## src/rtl/fp_addsub_seq.sv

```systemverilog
// Sequential IEEE-754 single-precision add/subtract, one shift bit per cycle.
// Start/done handshake; denormals flush to zero, truncating rounding.
module fp_addsub_seq #(
    parameter int MAX_ALIGN = 26
) (
    input  logic        clk,
    input  logic        rst_n,
    input  logic        start,
    input  logic        op,
    input  logic [31:0] a,
    input  logic [31:0] b,
    output logic        busy,
    output logic        done,
    output logic [31:0] c,
    output logic        ov
);

    localparam int DW = $clog2(MAX_ALIGN + 1);
    localparam logic [7:0] MAXA = 8'(MAX_ALIGN);

    typedef enum logic [2:0] {
        IDLE,
        UNPACK,
        ALIGN,
        ADD,
        NORM,
        DONE
    } state_t;

    state_t state_q, state_d;

    logic [31:0]       a_q, a_d;
    logic [31:0]       b_q, b_d;
    logic [31:0]       c_q, c_d;
    logic              ov_q, ov_d;
    logic              sl_q, sl_d;
    logic              ss_q, ss_d;
    logic              inf_q, inf_d;
    logic signed [9:0] e_q, e_d;
    logic [23:0]       ml_q, ml_d;
    logic [23:0]       ms_q, ms_d;
    logic [DW-1:0]     d_q, d_d;
    logic [24:0]       mr_q, mr_d;

    logic [7:0]  ea, eb, diff;
    logic [23:0] ma, mb;
    logic        swap;

    assign ea   = a_q[30:23];
    assign eb   = b_q[30:23];
    assign ma   = (ea == 8'h00) ? 24'h0 : {1'b1, a_q[22:0]};
    assign mb   = (eb == 8'h00) ? 24'h0 : {1'b1, b_q[22:0]};
    assign swap = {eb, mb} > {ea, ma};
    assign diff = swap ? (eb - ea) : (ea - eb);

    always_comb begin
        state_d = state_q;
        a_d     = a_q;
        b_d     = b_q;
        c_d     = c_q;
        ov_d    = ov_q;
        sl_d    = sl_q;
        ss_d    = ss_q;
        inf_d   = inf_q;
        e_d     = e_q;
        ml_d    = ml_q;
        ms_d    = ms_q;
        d_d     = d_q;
        mr_d    = mr_q;
        unique case (state_q)
            IDLE: begin
                if (start) begin
                    a_d     = a;
                    b_d     = {b[31] ^ op, b[30:0]};
                    state_d = UNPACK;
                end
            end
            UNPACK: begin
                sl_d  = swap ? b_q[31] : a_q[31];
                ss_d  = swap ? a_q[31] : b_q[31];
                e_d   = {2'b00, (swap ? eb : ea)};
                ml_d  = swap ? mb : ma;
                ms_d  = swap ? ma : mb;
                d_d   = diff[DW-1:0];
                inf_d = (ea == 8'hFF) || (eb == 8'hFF);
                if (diff >= MAXA) begin
                    ms_d = 24'h0;
                    d_d  = '0;
                end
                if (ma == 24'h0 && mb == 24'h0) begin
                    c_d     = 32'h0;
                    ov_d    = 1'b0;
                    state_d = DONE;
                end else begin
                    state_d = ALIGN;
                end
            end
            ALIGN: begin
                if (d_q != '0) begin
                    ms_d = ms_q >> 1;
                    d_d  = d_q - 1'b1;
                end else begin
                    state_d = ADD;
                end
            end
            ADD: begin
                if (sl_q == ss_q) begin
                    mr_d = {1'b0, ml_q} + {1'b0, ms_q};
                end else begin
                    mr_d = {1'b0, ml_q} - {1'b0, ms_q};
                end
                state_d = NORM;
            end
            NORM: begin
                if (inf_q) begin
                    c_d     = {sl_q, 8'hFF, 23'h0};
                    ov_d    = 1'b1;
                    state_d = DONE;
                end else if (mr_q == 25'h0) begin
                    c_d     = 32'h0;
                    ov_d    = 1'b0;
                    state_d = DONE;
                end else if (mr_q[24]) begin
                    mr_d = mr_q >> 1;
                    e_d  = e_q + 10'sd1;
                end else if (!mr_q[23]) begin
                    mr_d = mr_q << 1;
                    e_d  = e_q - 10'sd1;
                end else begin
                    // Exponent may have run below 1 during the left shifts.
                    if (e_q >= 10'sd255) begin
                        c_d  = {sl_q, 8'hFF, 23'h0};
                        ov_d = 1'b1;
                    end else if (e_q <= 10'sd0) begin
                        c_d  = 32'h0;
                        ov_d = 1'b0;
                    end else begin
                        c_d  = {sl_q, e_q[7:0], mr_q[22:0]};
                        ov_d = 1'b0;
                    end
                    state_d = DONE;
                end
            end
            DONE: begin
                state_d = IDLE;
            end
            default: begin
                state_d = IDLE;
            end
        endcase
    end

    always_ff @(posedge clk or negedge rst_n) begin
        if (!rst_n) begin
            state_q <= IDLE;
            a_q     <= 32'h0;
            b_q     <= 32'h0;
            c_q     <= 32'h0;
            ov_q    <= 1'b0;
            sl_q    <= 1'b0;
            ss_q    <= 1'b0;
            inf_q   <= 1'b0;
            e_q     <= '0;
            ml_q    <= 24'h0;
            ms_q    <= 24'h0;
            d_q     <= '0;
            mr_q    <= 25'h0;
        end else begin
            state_q <= state_d;
            a_q     <= a_d;
            b_q     <= b_d;
            c_q     <= c_d;
            ov_q    <= ov_d;
            sl_q    <= sl_d;
            ss_q    <= ss_d;
            inf_q   <= inf_d;
            e_q     <= e_d;
            ml_q    <= ml_d;
            ms_q    <= ms_d;
            d_q     <= d_d;
            mr_q    <= mr_d;
        end
    end

    assign busy = (state_q != IDLE);
    assign done = (state_q == DONE);
    assign c    = c_q;
    assign ov   = ov_q;

endmodule

```

## config.mk

```make
export PLATFORM = sky130hd
export DESIGN_NAME = fp_addsub_seq
export DESIGN_NICKNAME = d
export VERILOG_FILES = /design/src/rtl/fp_addsub_seq.sv
export SDC_FILE = /design/constraint.sdc
export NUM_CORES = 1
export LEC_CHECK = 0
export BUFFER_PORTS_ARGS = -buffer_cell sky130_fd_sc_hd__clkbuf_2
export CORE_ASPECT_RATIO = 0.6
export CORE_MARGIN = 4
export CORE_UTILIZATION = 50
export CTS_CLUSTER_DIAMETER = 80
export DETAILED_ROUTE_END_ITERATION = 8
export PLACE_DENSITY = 0.79
export SLEW_MARGIN = 40
export SYNTH_ARGS = -nofsm -noshare
export SYNTH_HDL_FRONTEND = slang
export SYNTH_SLANG_ARGS = --single-unit
```

## constraint.sdc

```tcl
create_clock -name clk -period 5.05 [get_ports clk]
set_input_delay 0.505 -clock clk [delete_from_list [all_inputs] [get_ports clk]]
set_output_delay 0.505 -clock clk [all_outputs]
set_load 0.02 [all_outputs]
```

==> reports/qor.yml, run 1 <==
outcome:
  status: "completed"
cts:
  cts.htree.levels: 4
  cts_tree: "built"
  clockBufferDepth: 2
  cts_sinks: 191
  postCtsResizedCells: 0
  cts.clk_slew.worst_paths_ns: 0.07
  cts_hold_buf: 0
  clkLatencyLatePin_ns: 0.45
  cts_setup_buffers: 0
  root_buffer: "clkbuf_16"
  cts_made_buffers: 17
floorplanning:
  die-area_sq_mm: 0.0273
  coreArea_sq_mm: 0.0242
  initial_core_util_pct: 50.9
  die_w_um: 211
  num_io_pins: 103
  core.rowCount: 44
  fp.dieH_um: 130
layout:
  finalNonFillerCells: 1829
  finalNetCount: 1640
  area_growth_pct: 10.9
  n_antenna_cell: 0
  nFillCells: 2156
  drive_gt1_share_pct: 15.3
  fin_area_sq_mm: 0.0137
sta:
  finalSetupViolations: 0
  finalSetupTns_ns: 0
  tightestPinTransition_ns: 0.761
  fin_crit_sh_pct: 91.3
  slew_headroom_pct: 49.3
  fin_crit_ns: 4.61
  skew_ns: 0.0116
  holdWs_ns: 0.0254
  slew_violations: 0
  rsz0062_at_grt: "no"
  fmax_ghz: 0.217
  hold_viol_final: 0
setup_path:
  cp.arrival_ns: 4.96
  regToRegSetupSlack_ns: 0.44
  reg2reg_depth: 16
  r2r-start: "b_q[27]$_DFFE_PN0P_"
  crit_type: "flip-flop to flip-flop"
  critPathLaunchType: "flip-flop"
  crit_start: "b_q[27]$_DFFE_PN0P_"
  cp_max_fo: 29
  worst_setup_path_end_kind: "flip-flop"
  cp_data_required_time_ns: 5.40
drt:
  antenna_left: 0
  vias: 10900
  drc: 0
  wl_um: 31700
  post_drt_wl_per_cell_um: 17.3
  drtIter0Drc: 1140
  routed_via_density: 5.99
  dr.pass1.iters: 9
logic_synthesis:
  syn_inst: 1438
  ys_seq_elements: 191
  yosys_warnings: 0
  yosysMostFrequentCell: "nand2_1"
  synth.distinct_cells: 63
  yosys-top-cells-count: "nand2_1 (202), dfrtp_1 (191), nor2_1 (144)"
  synth_nets: 1583
  netlist_area_sq_mm: 0.0123
  synth.area.top_cells: "dfrtp_1 (39%), ha_1 (7.4%), nand2_1 (6.2%), o21ai_0 (5.7%), a21oi_1 (5.4%)"
  yosysSeqAreaShare_pct: 38.8
  synth_top_area_share_pct: 38.8
  synthArstFlopShare_pct: 100
  synth_enable_flop_cells: 0
  syn_area_per_cell_sq_um: 8.57
  synth_ff_type: "dfrtp_1"
  synth_top_cell_by_area: "dfrtp_1"
placement:
  dp_cells: 1798
  hpwlAfterDp_um: 23600
  gp_congestion: 0.967
  io_buffers: 102
  placed_area_sq_mm: 0.0131
grt:
  grt_pass1_vias: 10600
  grt-ovfl-total: 0
  grtUsageTotal_pct: 23.6
  antenna_found_initial: 0
  grt_max_degree: 95
  grt_pass1_wl_um: 52800
job:
  max_cap_violations: 0
min_path:
  hp-class: "input port to asynchronous set/reset pin"
[through the flow]
| step | setup WS [ns] | util, % |
|---|---|---|
| final | 0.441 | 56.4 |
| after global routing | 0.235 | 56.4 |
| after CTS | 0.563 | 56.4 |
| after detailed placement | 0.614 | 54.0 |
| after global placement | 0.739 | 54.0 |
| after floorplan | 1.16 | - |
[cells in the final DEF (no fill, tap or decap), types with 6 or more instances in the layout]
cell / count
a211oi_1: 11
a21o_1: 20
a21oi_1: 132
a221o_1: 19
a221oi_1: 6
a31oi_1: 31
and2_1: 6
buf_4: 15
clkbuf_16: 17
clkbuf_2: 101
dfrtp_1: 190
ha_1: 73
inv_1: 63
mux2_2: 51
mux2i_1: 12
nand2_1: 201
nand2b_1: 12
nand3_1: 17
nand4_1: 13
nor2_1: 142
nor2b_1: 13
nor3_1: 14
nor4_1: 13
o211ai_1: 6
o21ai_0: 140
o21bai_1: 9
o22ai_1: 13
o22ai_2: 9
o31ai_1: 7
xnor2_1: 37
xor2_1: 20
[cell type report]
class	count	area (sq um)	share of cell area, %
Multi-Input combinational cell	1104	7020	51.4
Sequential cell	191	4780	35.0
Timing Repair Buffer	118	653	4.78
Clock buffer	19	453	3.31
Tap cell	322	403	2.95
Inverter	63	236	1.73
Clock inverter	12	125	0.915
[registers in the layout, summed over array words and instances (netlist names), 5 cells and up]
name / cells
d_q: 5
c: 32
e_q: 10
b_q: 32
mr_q: 25
ml_q: 24
ms_q: 24
a_q: 32
[logic make-up after synthesis]
logic type / after synthesis / share of synthesized area (%)
AO/OA/AOI/OAI: 444 / 22.2
XOR/XNOR: 57 / 4.05
adder cells (fa/ha/maj): 78 / 8.14
buffers and inverters: 143 / 4.72
flip-flops: 191 / 38.8
multiplexers: 63 / 5.63
AND/OR/NAND/NOR: 462 / 16.5
[final timing paths]
kind | to
worst max register to register | d_q[4]$_DFFE_PN0P_
worst min register to register | c[13]$_DFFE_PN0P_
max in group asynchronous | ms_q[23]$_DFFE_PN0P_
worst max-delay path | d_q[4]$_DFFE_PN0P_
min in group clk | a_q[27]$_DFFE_PN0P_
worst min-delay path | b_q[26]$_DFFE_PN0P_
[routing by layer]
layer | global-route usage, % | part of all wire (%)
met5 | 0 | 0
met2 | 36.4 | 44
met3 | 5.49 | 6.7
met1 | 33.8 | 47
met4 | 6.59 | 2.1
[critical path, cell delays in order, from the launching register on]
cell and delay (ns):
dfrtp_1 0.42, nor4_1 0.45, nand2_1 0.41, buf_4 0.33, nand2_1 0.11, inv_1 0.06
ha_1 0.32, a21oi_1 0.14, o21ai_0 0.15, a221oi_1 0.47, o211ai_1 0.19, o21ai_4 0.38
nor2_1 0.11, a221oi_2 0.33, o21ai_2 0.09, buf_4 0.25, o31ai_1 0.28
Power of run 1 is left out: the tool's default activity adds up to more than one toggle a clock period on the data nets, which glitch-free logic cannot reach.
==> run 2, diff against run 1 <==
--- a/config.mk
+++ b/config.mk
@@ -5,13 +5,14 @@
 export SDC_FILE = /design/constraint.sdc
 export NUM_CORES = 1
 export LEC_CHECK = 0
+export ABC_AREA = 1
 export BUFFER_PORTS_ARGS = -buffer_cell sky130_fd_sc_hd__clkbuf_2
 export CORE_ASPECT_RATIO = 0.6
 export CORE_MARGIN = 4
 export CORE_UTILIZATION = 50
 export CTS_CLUSTER_DIAMETER = 80
 export DETAILED_ROUTE_END_ITERATION = 8
-export PLACE_DENSITY = 0.79
+export PLACE_DENSITY = 0.78
 export SLEW_MARGIN = 40
 export SYNTH_ARGS = -nofsm -noshare
 export SYNTH_HDL_FRONTEND = slang
==> run 2 against run 1 <==
Largest cell class unchanged. Flip-flop and latch count stayed put. Synthesized cell count rose by 17%. Worst hold slack gained 0.027 ns. Die area increased by 3.0%. Via count grew 9.3%. Highest routed layer unchanged. Critical endpoint is now ms_q[3]$_DFFE_PN0P_. First-iteration DRC count is 35% higher. Register-to-register slack gained 0.09 ns.
==> reports/qor.yml, run 2 <==
logic_synthesis:
  syn_area_per_cell_sq_um: 7.53  # -12%
  synth_enable_flop_cells: 0  # unchanged
  yosysMostFrequentCell: "nand2_1"
  synth_ff_type: "dfrtp_1"
  synth_top_area_share_pct: 37.6  # -1.2 points
  synth.distinct_cells: 54  # -14%
  synthArstFlopShare_pct: 100  # unchanged
  netlist_area_sq_mm: 0.0127  # +3.1%
  synth.area.top_cells: "dfrtp_1 (38%), nand2_1 (9.0%), ha_1 (7.2%), nor2_1 (6.8%), o21ai_0 (5.8%)"
  yosysSeqAreaShare_pct: 37.6  # -1.2 points
  yosys-top-cells-count: "nand2_1 (306), nor2_1 (231), dfrtp_1 (191)"
  synth_top_cell_by_area: "dfrtp_1"
  syn_inst: 1689  # +17%
  ys_seq_elements: 191  # unchanged
  yosys_warnings: 0  # unchanged
  synth_nets: 1834  # +16%
floorplanning:
  die-area_sq_mm: 0.0281  # +3.0%
  num_io_pins: 103  # unchanged
  die_w_um: 214  # +1.5%
  core.rowCount: 44  # unchanged
  initial_core_util_pct: 51.7  # +0.77 points
  coreArea_sq_mm: 0.0246  # +1.6%
  fp.dieH_um: 132  # +1.5%
cts:
  cts.htree.levels: 4  # unchanged
  cts_setup_buffers: 0  # unchanged
  cts_tree: "built"
  postCtsResizedCells: 0  # unchanged
  clkLatencyLatePin_ns: 0.46  # about the same
  clockBufferDepth: 2  # unchanged
  root_buffer: "clkbuf_16"
  cts_sinks: 191  # unchanged
  cts_hold_buf: 0  # unchanged
  cts.clk_slew.worst_paths_ns: 0.08  # about the same
  cts_made_buffers: 17  # unchanged
setup_path:
  worst_setup_path_end_kind: "flip-flop"
  regToRegSetupSlack_ns: 0.53  # +0.09 ns
  crit_type: "flip-flop to flip-flop"
  r2r-end: "ms_q[3]$_DFFE_PN0P_"
  reg2reg_depth: 19  # +3
  r2r-start: "b_q[25]$_DFFE_PN0P_"
  cp_max_fo: 37  # +28%
  critPathLaunchType: "flip-flop"
  cp.arrival_ns: 4.91  # -0.05 ns
  cp_data_required_time_ns: 5.43  # +0.03 ns
  crit_start: "b_q[25]$_DFFE_PN0P_"
grt:
  grt-ovfl-total: 0  # unchanged
  grt.met1_usage_pct: 38.6  # +4.7 points
  grt_pass1_vias: 11500  # +8.4%
  grtUsageTotal_pct: 24.8  # +1.2 points
  grt_pass1_wl_um: 57400  # +8.7%
  grt-busiest-layer: "met1"
  antenna_found_initial: 0  # unchanged
  grt_max_degree: 111  # +17%
  grt_use_met3_pct: 4.17  # -1.3 points
  met2_usage_pct: 35.6  # -0.76 points
layout:
  regArea_sq_mm: 0.00478  # about the same
  area_growth_pct: 10.8
  multi_input_area_sq_mm: 0.00685  # -2.4%
  nFillCells: 2248  # +4.3%
  mostFrequentLayoutCells: "nand2_1 (305), nor2_1 (231), dfrtp_1 (191)"
  final_common_cell: "nand2_1"
  n_antenna_cell: 0  # unchanged
  fin_area_sq_mm: 0.0141  # +3.0%
  finalNetCount: 1891  # +15%
  drive_gt1_share_pct: 11.5  # -3.7 points
drt:
  vias: 12000  # +9.3%
  antenna_left: 0  # unchanged
  dr.pass1.iters: 6  # -3
  drtIter0Drc: 1543  # +35%
  post_drt_wl_per_cell_um: 16.4  # -5.2%
  wl_um: 34200  # +7.9%
  routed_via_density: 5.75  # -4.0%
  drc: 0  # unchanged
sta:
  fmax_ghz: 0.221  # +1.9%
  tightestPinTransition_ns: 0.780  # +0.0189 ns
  finalSetupTns_ns: 0  # unchanged
  fin_crit_sh_pct: 89.6  # -1.7 points
  slew_headroom_pct: 47.9  # -1.4 points
  fin_crit_ns: 4.52  # -0.0858 ns
  holdWs_ns: 0.0527  # +0.0272 ns
  hold_viol_final: 0  # unchanged
  finalSetupViolations: 0  # unchanged
  skew_ns: 0.0133  # +0.00174 ns
  rsz0062_at_grt: "no"
  slew_violations: 0  # unchanged
job:
  max_cap_violations: 0  # unchanged
placement:
  gp_congestion: 0.946  # -2.2%
  placed_area_sq_mm: 0.0134  # +2.4%
  io_buffers: 102  # unchanged
  hpwlAfterDp_um: 25300  # +7.0%
outcome:
  status: "completed"
min_path:
  hp-class: "input port to asynchronous set/reset pin"
[run 2: routing by layer]
metal  up-vias  routed length, um
li1       5733                  -
met5         -                  0
met2       490              14800
met1      5683              16200
met4         0                607
met3        59               2600
[run 2: worst max-delay path by stage]
stage | end | slack, ns | cells after the start
2_1_floorplan | mr_q[24]$_DFFE_PN0P_ | 1.70 | 17
3_3_place_gp | ms_q[17]$_DFFE_PN0P_ | 0.89 | 17
3_5_place_dp | ms_q[17]$_DFFE_PN0P_ | 0.74 | 17
4_1_cts | ms_q[17]$_DFFE_PN0P_ | 0.68 | 19
5_1_grt | ms_q[19]$_DFFE_PN0P_ | 0.20 | 19
6_report | ms_q[3]$_DFFE_PN0P_ | 0.53 | 19
[run 2: critical path: stages (launching register included)]
cell and delay (ns):
dfrtp_1 0.43, nor2_1 0.17, nand2_1 0.13, nor2_4 0.55, buf_4 0.28, nor2_1 0.06
ha_1 0.32, a21oi_1 0.19, nor2_1 0.06, a211oi_1 0.21, o221ai_1 0.15, a21oi_1 0.25
nand2_4 0.12, nand2_4 0.33, nand2_1 0.11, nand2_1 0.10, nand2_1 0.07, nand2_2 0.53
nand3_1 0.18, a21oi_1 0.18
[run 2: logic make-up after synthesis]
| logic type | synth area share, % |
|---|---|
| compound gates | 19.4 |
| xor+xnor | 4.00 |
| fa+ha+maj | 7.82 |
| buf+inv | 8.62 |
| flops | 37.6 |
| simple gates | 22.5 |
[run 2: layout make-up]
cell class | instances | area share [%]
flip-flops and latches | 191 | 33.9
clock inverters | 15 | 1.81
clock buffers | 17 | 3.02
multi-input cells | 1228 | 48.7
repair buffers | 117 | 4.58
well taps | 322 | 2.86
inverters | 191 | 5.12
[run 2: metrics by stage]
stage	util [%]	setup slack, ns	std cells
2_1_floorplan	-	1.70	1689
3_3_place_gp	54.4	0.889	2049
3_5_place_dp	54.4	0.743	2049
4_1_cts	57.2	0.680	2081
5_1_grt	57.2	0.201	2081
6_report	57.2	0.527	2081
Power of run 2 is left out for the same reason.
==> run 3, diff against run 2 <==
--- a/config.mk
+++ b/config.mk
@@ -5,14 +5,13 @@
 export SDC_FILE = /design/constraint.sdc
 export NUM_CORES = 1
 export LEC_CHECK = 0
-export ABC_AREA = 1
 export BUFFER_PORTS_ARGS = -buffer_cell sky130_fd_sc_hd__clkbuf_2
 export CORE_ASPECT_RATIO = 0.6
 export CORE_MARGIN = 4
-export CORE_UTILIZATION = 50
+export CORE_UTILIZATION = 45
 export CTS_CLUSTER_DIAMETER = 80
 export DETAILED_ROUTE_END_ITERATION = 8
-export PLACE_DENSITY = 0.78
+export PLACE_DENSITY = 0.73
 export SLEW_MARGIN = 40
 export SYNTH_ARGS = -nofsm -noshare
 export SYNTH_HDL_FRONTEND = slang
==> run 3 against run 2 <==
Critical path depth fell by 4. Critical endpoint is now ms_q[1]$_DFFE_PN0P_. Maximum frequency fell by 2.9%. Die area rose by 7.4%. Global-route usage fell by 3.3 points. Non-clock buffer count rose by 3.
==> reports/qor.yml, run 3 (synthesis gave the netlist of run 1 again) <==
grt:
  grt.met1_usage_pct: 31.8  # -6.7 points
  met2_usage_pct: 32.8  # -2.8 points
  grt_use_met3_pct: 3.99  # -0.18 points
  grt-ovfl-total: 0  # unchanged
  grt_pass1_wl_um: 53200  # -7.3%
  antenna_found_initial: 0  # unchanged
  grt-busiest-layer: "met2"
  grtUsageTotal_pct: 21.5  # -3.3 points
  grt_pass1_vias: 10200  # -11%
  grt_max_degree: 120  # +8.1%
layout:
  drive_gt1_share_pct: 15.5  # +4.0 points
  nFillCells: 2521  # +12%
  final_common_cell: "nand2_1"
  mostFrequentLayoutCells: "nand2_1 (201), dfrtp_1 (190), nor2_1 (141)"
  area_growth_pct: 11.8
  finalNetCount: 1642  # -13%
  n_antenna_cell: 0  # unchanged
cts:
  postCtsResizedCells: 0  # unchanged
  clockBufferDepth: 2  # unchanged
  cts.htree.levels: 4  # unchanged
  cts_sinks: 191  # unchanged
  cts_made_buffers: 17  # unchanged
  cts_tree: "built"
  root_buffer: "clkbuf_16"
  cts_setup_buffers: 0  # unchanged
  clkLatencyLatePin_ns: 0.45  # about the same
  cts_hold_buf: 0  # unchanged
  cts.clk_slew.worst_paths_ns: 0.08  # about the same
setup_path:
  critPathLaunchType: "flip-flop"
  cp_max_fo: 29  # -22%
  crit_type: "flip-flop to flip-flop"
  cp_data_required_time_ns: 5.36  # -0.07 ns
  cp.arrival_ns: 4.97  # +0.06 ns
  worst_setup_path_end_kind: "flip-flop"
sta:
  finalSetupTns_ns: 0  # unchanged
  fmax_ghz: 0.215  # -2.9%
  tightestPinTransition_ns: 0.873  # +0.0931 ns
  finalSetupViolations: 0  # unchanged
  rsz0062_at_grt: "no"
  fin_crit_ns: 4.66  # +0.135 ns
  slew_headroom_pct: 41.1  # -6.8 points
  skew_ns: 0.0117  # -0.00162 ns
  hold_viol_final: 0  # unchanged
  slew_violations: 0  # unchanged
  fin_crit_sh_pct: 92.2  # +2.7 points
floorplanning:
  core.rowCount: 46  # +4.5%
  initial_core_util_pct: 46.2  # -5.5 points
  die-area_sq_mm: 0.0302  # +7.4%
  num_io_pins: 103  # unchanged
  fp.dieH_um: 136  # +3.6%
  die_w_um: 222  # +3.7%
  coreArea_sq_mm: 0.0267  # +8.5%
drt:
  wl_um: 32300  # -5.5%
  drtIter0Drc: 1036  # -33%
  drc: 0  # unchanged
  vias: 10800  # -9.4%
  post_drt_wl_per_cell_um: 17.3  # +5.2%
  dr.pass1.iters: 7  # +1
  antenna_left: 0  # unchanged
  routed_via_density: 5.79  # +0.77%
placement:
  io_buffers: 102  # unchanged
  hpwlAfterDp_um: 23900  # -5.3%
  gp_congestion: 0.926  # -2.0%
outcome:
  status: "completed"
min_path:
  hp-class: "input port to asynchronous set/reset pin"
job:
  max_cap_violations: 0  # unchanged
run 3: cell count changes in the layout (fill, tap and decap cells not counted), moves of 13 or more:
cell	before	now
a31oi_1	8	31
nand3_1	51	17
inv_1	182	63
nor2b_1	0	13
a221o_1	1	19
o31ai_1	32	7
nand2_1	305	201
xnor2_1	22	37
a22oi_1	17	2
nor2_1	231	141
mux2_2	0	51
a21o_1	0	20
xor2_1	36	20
run 3: per-layer routing:
| layer | routed length [um] | part of all wire, % | vias to the layer above |
|---|---|---|---|
| met2 | 14300 | 44 | 304 |
| met3 | 1780 | 5.5 | 31 |
| met1 | 15700 | 49 | 5282 |
| met4 | 498 | 1.5 | 0 |
| met5 | 0 | 0 | - |
| li1 | - | - | 5218 |
run 3: stage by stage:
step	cell area [sq um]	cells	hold slack, ns	setup slack (ns)	utilization (%)
5_1_grt	13800	1870	0.0844	0.0308	51.6
3_5_place_dp	13200	1838	0.463	0.450	49.4
4_1_cts	13800	1870	0.0673	0.440	51.6
2_1_floorplan	12300	1438	0.209	1.16	-
3_3_place_gp	13100	1837	0.457	0.680	49.2
6_report	13800	1870	0.0282	0.392	51.6
run 3: final cells by class:
class	instances	area (sq um)	share of cell area, %
clock buffer	18	439	3.19
clock inverter	14	150	1.09
inverter	63	236	1.72
multi-input combinational	1104	7020	51.0
sequential	191	4780	34.7
tap	360	450	3.27
timing repair buffer	120	703	5.10
run 3: path summary, 6_finish.rpt:
path	start	depth (start not counted)	slack, ns	to
max	b_q[24]$_DFFE_PN0P_	15	0.39	ms_q[1]$_DFFE_PN0P_
min	rst_n	1	0.03	b_q[27]$_DFFE_PN0P_
max reg2reg	b_q[24]$_DFFE_PN0P_	15	0.39	ms_q[1]$_DFFE_PN0P_
min reg2reg	c[31]$_DFFE_PN0P_	2	0.47	c[31]$_DFFE_PN0P_
max in group asynchronous	rst_n	2	4.07	ms_q[19]$_DFFE_PN0P_
min in group clk	a[26]	3	0.26	a_q[26]$_DFFE_PN0P_
run 3: worst max-delay path, cell delays in order, from the launching register on:
cell	delay [ns]
dfrtp_1	0.45
nor4_1	0.58
nand2_1	0.47
nand2_1	0.24
inv_1	0.07
ha_1	0.29
nand4_1	0.16
nor4_4	0.32
nand3_1	0.15
or4_1	0.59
o21ai_4	0.16
buf_4	0.35
a21oi_1	0.13
o21ai_2	0.18
buf_12	0.21
o221ai_1	0.13
Power of run 3 is left out for the same reason.
